--- src/rtl/hazard_scoreboard.sv ---
// Hazard unit for the in-order pipeline: multi-stage forwarding, long-latency busy
// scoreboard, CSR drain/serialise FSM, and a saturating stall-cycle counter.
module hazard_scoreboard #(
    parameter int unsigned XLEN  = 32,
    parameter int unsigned NREGS = 32,
    parameter int unsigned N_FWD = 2,
    parameter int unsigned CNT_W = 32
) (
    input  logic                       clk_i,
    input  logic                       rst_i,
    input  logic [$clog2(NREGS)-1:0]   id_rs1_addr_i,
    input  logic [$clog2(NREGS)-1:0]   id_rs2_addr_i,
    input  logic [$clog2(NREGS)-1:0]   id_rd_addr_i,
    input  logic                       id_long_lat_i,
    input  logic                       id_is_csr_i,
    input  logic                       instr_valid_i,
    input  logic                       load_pc_i,
    input  logic [$clog2(NREGS)-1:0]   ex_rs1_addr_i,
    input  logic [$clog2(NREGS)-1:0]   ex_rs2_addr_i,
    input  logic [N_FWD*$clog2(NREGS)-1:0] fwd_rd_i,
    input  logic [N_FWD-1:0]           fwd_wr_i,
    input  logic [N_FWD-1:0]           fwd_rdy_i,
    input  logic [N_FWD*XLEN-1:0]      fwd_data_i,
    input  logic                       pipe_busy_i,
    input  logic                       sb_set_i,
    input  logic [$clog2(NREGS)-1:0]   sb_set_rd_i,
    input  logic                       sb_clr_i,
    input  logic [$clog2(NREGS)-1:0]   sb_clr_rd_i,
    output logic                       rs1_fwd_o,
    output logic [XLEN-1:0]            rs1_fwd_data_o,
    output logic                       rs2_fwd_o,
    output logic [XLEN-1:0]            rs2_fwd_data_o,
    output logic                       if_id_stall_o,
    output logic                       if_id_flush_o,
    output logic                       id_ex_flush_o,
    output logic                       sb_pending_o,
    output logic [CNT_W-1:0]           stall_cnt_o
);

    localparam int unsigned AW = $clog2(NREGS);

    typedef enum logic [1:0] {IDLE, DRAIN, ISSUE} state_t;

    state_t           state_q, state_d;
    logic [NREGS-1:0] busy_q, busy_d;
    logic             raw, csr_hold;
    logic             hit1, hit2;
    logic [AW-1:0]    rd0;

    // Forwarding: youngest matching stage wins; an unready winner blocks older stages
    always_comb begin
        rs1_fwd_o      = 1'b0;
        rs1_fwd_data_o = '0;
        rs2_fwd_o      = 1'b0;
        rs2_fwd_data_o = '0;
        hit1           = 1'b0;
        hit2           = 1'b0;
        for (int unsigned i = 0; i < N_FWD; i++) begin
            if (!hit1 && ex_rs1_addr_i != '0 && fwd_wr_i[i] &&
                fwd_rd_i[i*AW +: AW] == ex_rs1_addr_i) begin
                hit1 = 1'b1;
                if (fwd_rdy_i[i]) begin
                    rs1_fwd_o      = 1'b1;
                    rs1_fwd_data_o = fwd_data_i[i*XLEN +: XLEN];
                end
            end
            if (!hit2 && ex_rs2_addr_i != '0 && fwd_wr_i[i] &&
                fwd_rd_i[i*AW +: AW] == ex_rs2_addr_i) begin
                hit2 = 1'b1;
                if (fwd_rdy_i[i]) begin
                    rs2_fwd_o      = 1'b1;
                    rs2_fwd_data_o = fwd_data_i[i*XLEN +: XLEN];
                end
            end
        end
    end

    // RAW: load-use against the youngest stage, busy sources, or WAW on a long-latency rd
    always_comb begin
        rd0 = fwd_rd_i[AW-1:0];
        raw = 1'b0;
        if (instr_valid_i) begin
            if (id_rs1_addr_i != '0 &&
                (busy_q[id_rs1_addr_i] ||
                 (fwd_wr_i[0] && !fwd_rdy_i[0] && rd0 == id_rs1_addr_i)))
                raw = 1'b1;
            if (id_rs2_addr_i != '0 &&
                (busy_q[id_rs2_addr_i] ||
                 (fwd_wr_i[0] && !fwd_rdy_i[0] && rd0 == id_rs2_addr_i)))
                raw = 1'b1;
            if (id_long_lat_i && busy_q[id_rd_addr_i])
                raw = 1'b1;
        end
    end

    // Scoreboard update; set is applied after clear so a same-rd collision stays busy
    always_comb begin
        busy_d = busy_q;
        if (sb_clr_i && sb_clr_rd_i != '0) busy_d[sb_clr_rd_i] = 1'b0;
        if (sb_set_i && sb_set_rd_i != '0) busy_d[sb_set_rd_i] = 1'b1;
    end

    assign sb_pending_o = |busy_q;

    // CSR serialisation FSM next state and stall/flush outputs
    always_comb begin
        state_d  = state_q;
        csr_hold = 1'b0;
        case (state_q)
            IDLE: begin
                csr_hold = id_is_csr_i && instr_valid_i;
                if (instr_valid_i && id_is_csr_i) state_d = DRAIN;
            end
            DRAIN: begin
                csr_hold = 1'b1;
                if (!pipe_busy_i && !sb_pending_o) state_d = ISSUE;
            end
            ISSUE:   state_d = IDLE;
            default: state_d = IDLE;
        endcase
        if (load_pc_i) state_d = IDLE;

        if_id_stall_o = (raw || csr_hold) && !load_pc_i;
        if_id_flush_o = load_pc_i || (state_q == ISSUE);
        id_ex_flush_o = load_pc_i || !instr_valid_i || raw || csr_hold;
    end

    always_ff @(posedge clk_i or posedge rst_i) begin
        if (rst_i) begin
            state_q     <= IDLE;
            busy_q      <= '0;
            stall_cnt_o <= '0;
        end else begin
            state_q <= state_d;
            busy_q  <= busy_d;
            if (if_id_stall_o && stall_cnt_o != '1)
                stall_cnt_o <= stall_cnt_o + CNT_W'(1);
        end
    end

endmodule

--- config.mk ---
export PLATFORM = sky130hd
export DESIGN_NAME = hazard_scoreboard
export DESIGN_NICKNAME = d
export VERILOG_FILES = /design/src/rtl/hazard_scoreboard.sv
export SDC_FILE = /design/constraint.sdc
export NUM_CORES = 1
export LEC_CHECK = 0
export CAP_MARGIN = 20
export CORE_ASPECT_RATIO = 1.75
export CORE_MARGIN = 2
export CORE_UTILIZATION = 31
export CTS_BUF_LIST = sky130_fd_sc_hd__clkbuf_8 sky130_fd_sc_hd__clkbuf_16
export DETAILED_ROUTE_END_ITERATION = 10
export SLEW_MARGIN = 5
export SYNTH_ARGS = -nofsm -noshare
export SYNTH_HDL_FRONTEND = slang
export SYNTH_SLANG_ARGS = --single-unit
--- constraint.sdc ---
create_clock -name clk_i -period 3.08 [get_ports clk_i]
set_clock_uncertainty 0.05 [all_clocks]
set_input_delay 0.616 -clock clk_i [delete_from_list [all_inputs] [get_ports clk_i]]
set_output_delay 0.616 -clock clk_i [all_outputs]
set_load 0.05 [all_outputs]
# --- Word level (Yosys, flattened, before mapping) ---
# Cells that the tools add are included.
op_classes:
  n_reduce_logical: 47
  bitwise_logic: 3
  mux: 37
  n_eq_ne: 11
  magnitude_cmp: 7
  addsub: 1
ops:
  columns: ["operator", "count"]
  rows:
  - ["$mux 32", 9]
  - ["$add 32x1->32 const B", 1]
  - ["$and 32x32->32", 1]
  - ["$ne 32x32->1 const B", 1]
  - ["$not 32->32", 1]
  - ["$or 32x32->32", 1]
  - ["$reduce_or 32->1", 1]
  - ["$eq 5x5->1", 6]
  - ["$lt 5x6->1 const B", 5]
  - ["$reduce_bool 5->1", 6]
  - ["$logic_and 1x1->1", 24]
  - ["$mux 1", 18]
  - ["$bmux 1 s5", 3]
  - ["$demux 1 s5", 2]
  - ["$ge 5x1->1 const B", 2]
  - ["$logic_not 1->1", 7]
  - ["$logic_or 1x1->1", 7]
  - ["$mux 2", 3]
  - ["$ne 3x3->1 const B", 2]
  - ["$pmux 2 s2", 1]
  - ["$eq 2x1->1 const B", 1]
  - ["$eq 2x2->1 const B", 1]
  - ["$logic_not 2->1", 1]
  - ["$pmux 1 s2", 1]
  - ["$reduce_and 2->1", 1]
totals:
  regBits: 66
  in_bits: 122
  elab_cells: 109

# --- Depth between registers and ports, before layout ---
depth:
  word_depth: 12
  depth_mapped: 10

# --- Least setup slack after synthesis ---
# OpenSTA, ideal clock, no wires.
synth_path:
  path_type: "input -> output"
  start: "in id_rs1_addr_i[3]"
  end: "out if_id_stall_o"
  setup_slack_ps: -180
  path_buffers: 1
  arrival_ps: 2594
  path_stages: 7
  path_cell_list: "clkbuf_8 xor2_1 nor4_1 a211oi_2 a21oi_1 a22oi_2 a21oi_1"
synth_between:
  elab_chain_cells: 10
synth_lines:
  columns: ["element", "line", "rtl"]
  rows:
  - ["start, declared", "11", "input logic [$clog2(NREGS)-1:0] id_rs1_addr_i,"]
  - ["$bmux 1 s5 / $eq 5x5->1 (equally long branches)", "84, 85", null]
  - ["$mux 1 (not written as such) / $logic_and 1x1->1 (equally long branches)", "84, 85", null]
  - ["$logic_or 1x1->1", "84", "(busy_q[id_rs1_addr_i] ||"]
  - ["$logic_and 1x1->1 *", "83", "if (id_rs1_addr_i != '0 &&"]
  - ["$mux 1 *", "83", null]
  - ["$mux 1 *", "87", "if (id_rs2_addr_i != '0 &&"]
  - ["$mux 1 *", "91", "if (id_long_lat_i && busy_q[id_rd_addr_i])"]
  - ["$mux 1 *", "82", "if (instr_valid_i) begin"]
  - ["$logic_or 1x1->1 *", "123", "if_id_stall_o = (raw || csr_hold) && !load_pc_i;"]
  - ["$logic_and 1x1->1 *", "123", null]
  - ["end, declared", "33", "output logic if_id_stall_o,"]
# Mark *: on every way between the ends. The rest lies on a longest branch, timed or not. The select of a mux whose other input is x is not followed.

# --- Final worst setup path ---
layout_path:
  start: "in ex_rs2_addr_i[4]"
  end: "out rs2_fwd_data_o[13]"
layout_between:
  elab_chain_cells: 9
layout_lines:
  columns: ["element", "line", "rtl"]
  rows:
  - ["start, declared", "19", "input logic [$clog2(NREGS)-1:0] ex_rs2_addr_i,"]
  - ["$reduce_bool 5->1", "67", "if (!hit2 && ex_rs2_addr_i != '0 && fwd_wr_i[i] &&"]
  - ["$logic_and 1x1->1 (2 in a row)", "67", null]
  - ["$mux 1", "67", null]
  - ["$logic_not 1->1", "67", null]
  - ["$logic_and 1x1->1 (3 in a row)", "67", null]
  - ["$mux 32 *", "67", null]
  - ["end, declared", "32", "output logic [XLEN-1:0] rs2_fwd_data_o,"]
# Mark *: on every way between the ends. The rest lies on a longest branch, timed or not.

==> metrics.txt <==
# TYPE chip_impl_metric gauge
chip_impl_info{name="outcome",value="complete, but fails checks"} 1
chip_impl_info{name="failing_checks",value="negative setup slack"} 1
chip_impl_info{name="post-synth-top-count-cell",value="dfrtp_1"} 1
chip_impl_metric{name="row_count",unit=""} 61
chip_impl_metric{name="number_of_global_route_vias_before_repair",unit=""} 5893
chip_impl_metric{name="hold_depth",unit=""} 0
chip_impl_metric{name="buf_inv_stages_crit_path",unit=""} 5
chip_impl_info{name="r2r_end",value="stall_cnt_o[1]$_DFFE_PP0P_"} 1
chip_impl_metric{name="synthDominantCellAreaShare",unit="%"} 32.9
chip_impl_metric{name="count_of_flip_flops_with_a_built_in_enable_after_synthesis",unit=""} 0
chip_impl_metric{name="final-seq-area",unit="mm^2"} 0.00165
chip_impl_metric{name="pin_count_of_the_biggest_net_entering_global_routing",unit=""} 67
chip_impl_metric{name="power.share.combinational",unit="%"} 34.7
chip_impl_info{name="critical_path.slowest_cell",value="or4_4"} 1
chip_impl_metric{name="tightest_slew",unit="ns"} 0.681
chip_impl_metric{name="p_sw_share",unit="%"} 34.1
chip_impl_info{name="r2r-start",value="busy_q[5]$_DFF_PP0_"} 1
chip_impl_metric{name="synth.lib_cells_used.distinct",unit=""} 53
chip_impl_metric{name="period_utilization",unit="%"} 102
chip_impl_metric{name="synth_warnings",unit=""} 0
chip_impl_metric{name="ctsLongestPathBuffers",unit=""} 2
chip_impl_metric{name="multi_input_gate_area_in_the_final_layout",unit="mm^2"} 0.00341
chip_impl_metric{name="total_switching_power",unit="mW"} 1.15
chip_impl_metric{name="detailedRoute.firstIterationViolations",unit=""} 213
chip_impl_metric{name="grtUsageTotal",unit="%"} 25.2
chip_impl_metric{name="numCtsBuffers",unit=""} 9
chip_impl_info{name="leading_post_synthesis_cells_by_instance_count",value="dfrtp_1, a32o_1, o21ai_0"} 1
chip_impl_metric{name="power.clock.fraction",unit="%"} 29.8
chip_impl_info{name="worstHoldPathType",value="flip-flop to flip-flop"} 1
chip_impl_metric{name="slowest_delay",unit="ns"} 0.54
chip_impl_metric{name="report.final.setup_viol",unit=""} 46
chip_impl_info{name="clk_root_buffer_cell",value="clkbuf_16"} 1
chip_impl_metric{name="fp.dieArea",unit="mm^2"} 0.0173
chip_impl_info{name="path_delay_family",value="simple AND/OR/NAND/NOR gates"} 1
chip_impl_metric{name="drive_above_1_share",unit="%"} 41.2
chip_impl_metric{name="syn_area_per_cell",unit="um^2"} 10.4
chip_impl_metric{name="synthToLayoutAreaGrowth",unit="%"} 86.8
chip_impl_metric{name="async_flop_share",unit="%"} 100
chip_impl_metric{name="antenna_found_initial",unit=""} 1
chip_impl_metric{name="drt_pass1_iterations",unit=""} 5
chip_impl_metric{name="timing.final.ws_setup",unit="ns"} -0.0641
chip_impl_metric{name="die-height",unit="um"} 172
chip_impl_metric{name="arrival",unit="ns"} 2.48
chip_impl_metric{name="power_density",unit="mW/mm^2"} 359
chip_impl_metric{name="slew_viol_final",unit=""} 0
chip_impl_metric{name="nNetsFinal",unit=""} 881
chip_impl_info{name="end_kind",value="primary output"} 1
chip_impl_metric{name="slew-limit-headroom",unit="%"} 54.5
chip_impl_metric{name="max_cap_viol_count",unit=""} 0
chip_impl_metric{name="route.vias.total",unit=""} 5659
chip_impl_metric{name="final_core_util",unit="%"} 59.0
chip_impl_metric{name="remaining_drcs",unit=""} 0
chip_impl_metric{name="reg2reg_setup_slack",unit="ns"} 0.49
chip_impl_metric{name="fp.coreArea",unit="mm^2"} 0.0159
chip_impl_info{name="cts_tree",value="built"} 1
chip_impl_metric{name="globalRoute.totalOverflow",unit=""} 0
chip_impl_metric{name="globalplace.congestion",unit=""} 0.891
chip_impl_metric{name="antenna_left",unit=""} 0
chip_impl_metric{name="power.share.sequential",unit="%"} 35.5
chip_impl_metric{name="worst_ir_drop_vdd",unit="mV"} 0.403
chip_impl_metric{name="synth_cells",unit=""} 480
chip_impl_metric{name="min_cycle_time_layout",unit="ns"} 3.14
chip_impl_info{name="path_cells",value="buf_6 > or4_4 > nor2_4 > nor4_4 > nor4_4 > buf_6 > buf_12 > buf_16 > a32o_2 > buf_12"} 1
chip_impl_metric{name="synth_seq_cells",unit=""} 66
chip_impl_metric{name="maximum_fanout_encountered_on_the_critical_timing_path",unit=""} 4
chip_impl_metric{name="place_hpwl",unit="um"} 16200
chip_impl_info{name="synth_top_cell_by_area",value="dfrtp_1"} 1
chip_impl_metric{name="clock_insertion_delay_at_the_later_pin_of_the_skew_report",unit="ns"} 0.33
chip_impl_metric{name="nFillCells",unit=""} 1331
chip_impl_metric{name="clock_sinks",unit=""} 66
chip_impl_metric{name="initial_utilization",unit="%"} 31.6
chip_impl_info{name="rsz0062_at_grt",value="true"} 1
chip_impl_info{name="min_to",value="busy_q[0]$_DFF_PP0_"} 1
chip_impl_metric{name="p_int",unit="mW"} 2.22
chip_impl_metric{name="io_pins",unit=""} 224
chip_impl_metric{name="grt_pass1_wl",unit="um"} 33500
chip_impl_metric{name="mappedNetlistNets",unit=""} 603
chip_impl_metric{name="h_tree_levels",unit=""} 3
chip_impl_metric{name="leakagePower",unit="nW"} 3.98
chip_impl_info{name="most_area_consuming_cells_after_synthesis",value="dfrtp_1, a32o_1, mux4_2, xnor2_1, o21ai_0"} 1
chip_impl_metric{name="routed_wirelength",unit="um"} 22200
chip_impl_info{name="postSynth.topFlopCell",value="dfrtp_1"} 1
chip_impl_metric{name="place.port_buffers",unit=""} 223
chip_impl_metric{name="synth_sequential_area_ratio",unit="%"} 32.9
chip_impl_metric{name="via_per_inst",unit=""} 5.94
chip_impl_metric{name="worstPathRequired",unit="ns"} 2.41
chip_impl_metric{name="setup_tns",unit="ns"} -1.19
chip_impl_metric{name="reg2regPathDepth",unit=""} 10
chip_impl_info{name="worst-setup-path-type",value="primary input to primary output"} 1
chip_impl_info{name="critPathLaunchType",value="primary input"} 1
chip_impl_info{name="holdCritStartpoint",value="busy_q[0]$_DFF_PP0_"} 1
chip_impl_metric{name="timing_hold_violations_final",unit=""} 0
chip_impl_metric{name="syn-cell-area",unit="mm^2"} 0.00501
chip_impl_metric{name="worst_setup_hold_path_clk_slew",unit="ns"} 0.05
chip_impl_metric{name="die_width",unit="um"} 100
chip_impl_metric{name="avgRoutedWirePerCell",unit="um"} 23.3
chip_impl_metric{name="timing.fmax",unit="GHz"} 0.318
## layout make-up
class | count | area share [%]
clock buffers | 9 | 2.40
flip-flops and latches | 66 | 17.7
clock inverters | 7 | 0.681
inverters | 3 | 0.120
diodes | 1 | 0.0267
well taps | 189 | 2.52
multi-input cells | 380 | 36.4
repair buffers | 298 | 40.1
## per-layer routing
layer	track usage, %	wire [um]	up-vias
met1	26.9	7600	2788
met3	6.55	1850	55
met5	0	0	-
li1	-	-	2513
met4	9.95	835	0
met2	46.5	11900	303
## registers in the layout, summed over array words and instances, names as in the netlist
signal,cells
stall_cnt_o,32
busy_q,32
state_q,2
## logic make-up (layout without fill, tap and decap cells)
| kind of cell | Yosys count | after routing | synth area share [%] |
|---|---|---|---|
| compound gates | 152 | 152 | 23.1 |
| simple gates | 136 | 136 | 16.9 |
| flops | 66 | 66 | 32.9 |
| xor+xnor | 61 | 61 | 10.7 |
| buf+inv | 34 | 317 | 3.77 |
| mux | 30 | 30 | 12.4 |
| fa+ha+maj | 1 | 1 | 0.249 |
| other cells | 0 | 1 | 0 |
## worst max path at each step
stage | startpoint | end | slack, ns | cells after the start
6_report | ex_rs2_addr_i[4] | rs2_fwd_data_o[13] | -0.06 | 10
5_1_grt | ex_rs2_addr_i[4] | rs2_fwd_data_o[20] | -0.11 | 10
4_1_cts | ex_rs2_addr_i[4] | rs2_fwd_data_o[5] | -0.09 | 10
3_5_place_dp | id_rs1_addr_i[0] | id_ex_flush_o | -0.53 | 9
3_3_place_gp | id_rs1_addr_i[0] | id_ex_flush_o | -0.47 | 9
2_1_floorplan | id_rs1_addr_i[0] | id_ex_flush_o | -0.06 | 7
## power groups by stage
stage                     logic [mW]  registers, mW  clock network, mW
after floorplan                0.509           1.24                  0
after CTS                       1.14           1.18               1.01
final                           1.17           1.20               1.00
after detailed placement        1.09           1.20                  0
after global placement          1.06           1.18                  0
after global routing            1.24           1.21               1.05
## worst reg2reg max path: stages (launching register included)
cell and delay, ns:
dfrtp_2 0.44, mux4_2 0.48, a22o_1 0.25, a211oi_2 0.17, a21oi_2 0.08, a22oi_2 0.25
buf_4 0.16, buf_4 0.10, a21oi_4 0.05, buf_12 0.15, mux2_2 0.28
## repair_timing
action                     4_1_cts  5_1_grt
buffers inserted                16        6
gates resized for setup        116       33
pin swaps                       37       28
hold buffers                     0        0
setup endpoints to repair       68       69
gates cloned                     6        2
## placed cells by master, fill, tap and decap left out, types with 4 or more instances in the layout
| cell type | count |
|---|---|
| nand2_1 | 10 |
| buf_12 | 78 |
| and3_1 | 10 |
| nand4_1 | 27 |
| a21oi_2 | 5 |
| inv_1 | 5 |
| a32o_2 | 64 |
| a22oi_2 | 5 |
| buf_2 | 6 |
| clkbuf_16 | 11 |
| dlymetal6s2s_1 | 5 |
| o21ai_0 | 63 |
| xor2_1 | 14 |
| mux4_2 | 23 |
| buf_6 | 17 |
| buf_16 | 5 |
| nor2_1 | 9 |
| nor4_4 | 4 |
| clkdlybuf4s50_1 | 124 |
| xnor2_2 | 4 |
| nor4_1 | 11 |
| dfrtp_1 | 64 |
| nand3b_1 | 10 |
| or3b_2 | 7 |
| buf_4 | 47 |
| nand3_1 | 16 |
| dlygate4sd2_1 | 7 |
| xnor2_1 | 42 |
## metrics by stage
step | cells | setup slack (ns) | hold WS [ns] | instance area, um^2 | total power [mW]
2_1_floorplan | 480 | -0.0643 | 0.430 | 5100 | 1.75
3_3_place_gp | 909 | -0.466 | 0.419 | 8510 | 2.25
3_5_place_dp | 909 | -0.530 | 0.420 | 8510 | 2.29
4_1_cts | 947 | -0.0880 | 0.427 | 9250 | 3.34
5_1_grt | 953 | -0.110 | 0.457 | 9370 | 3.50
6_report | 953 | -0.0641 | 0.429 | 9370 | 3.37
Note: power is estimated with default switching activity, not from simulation.
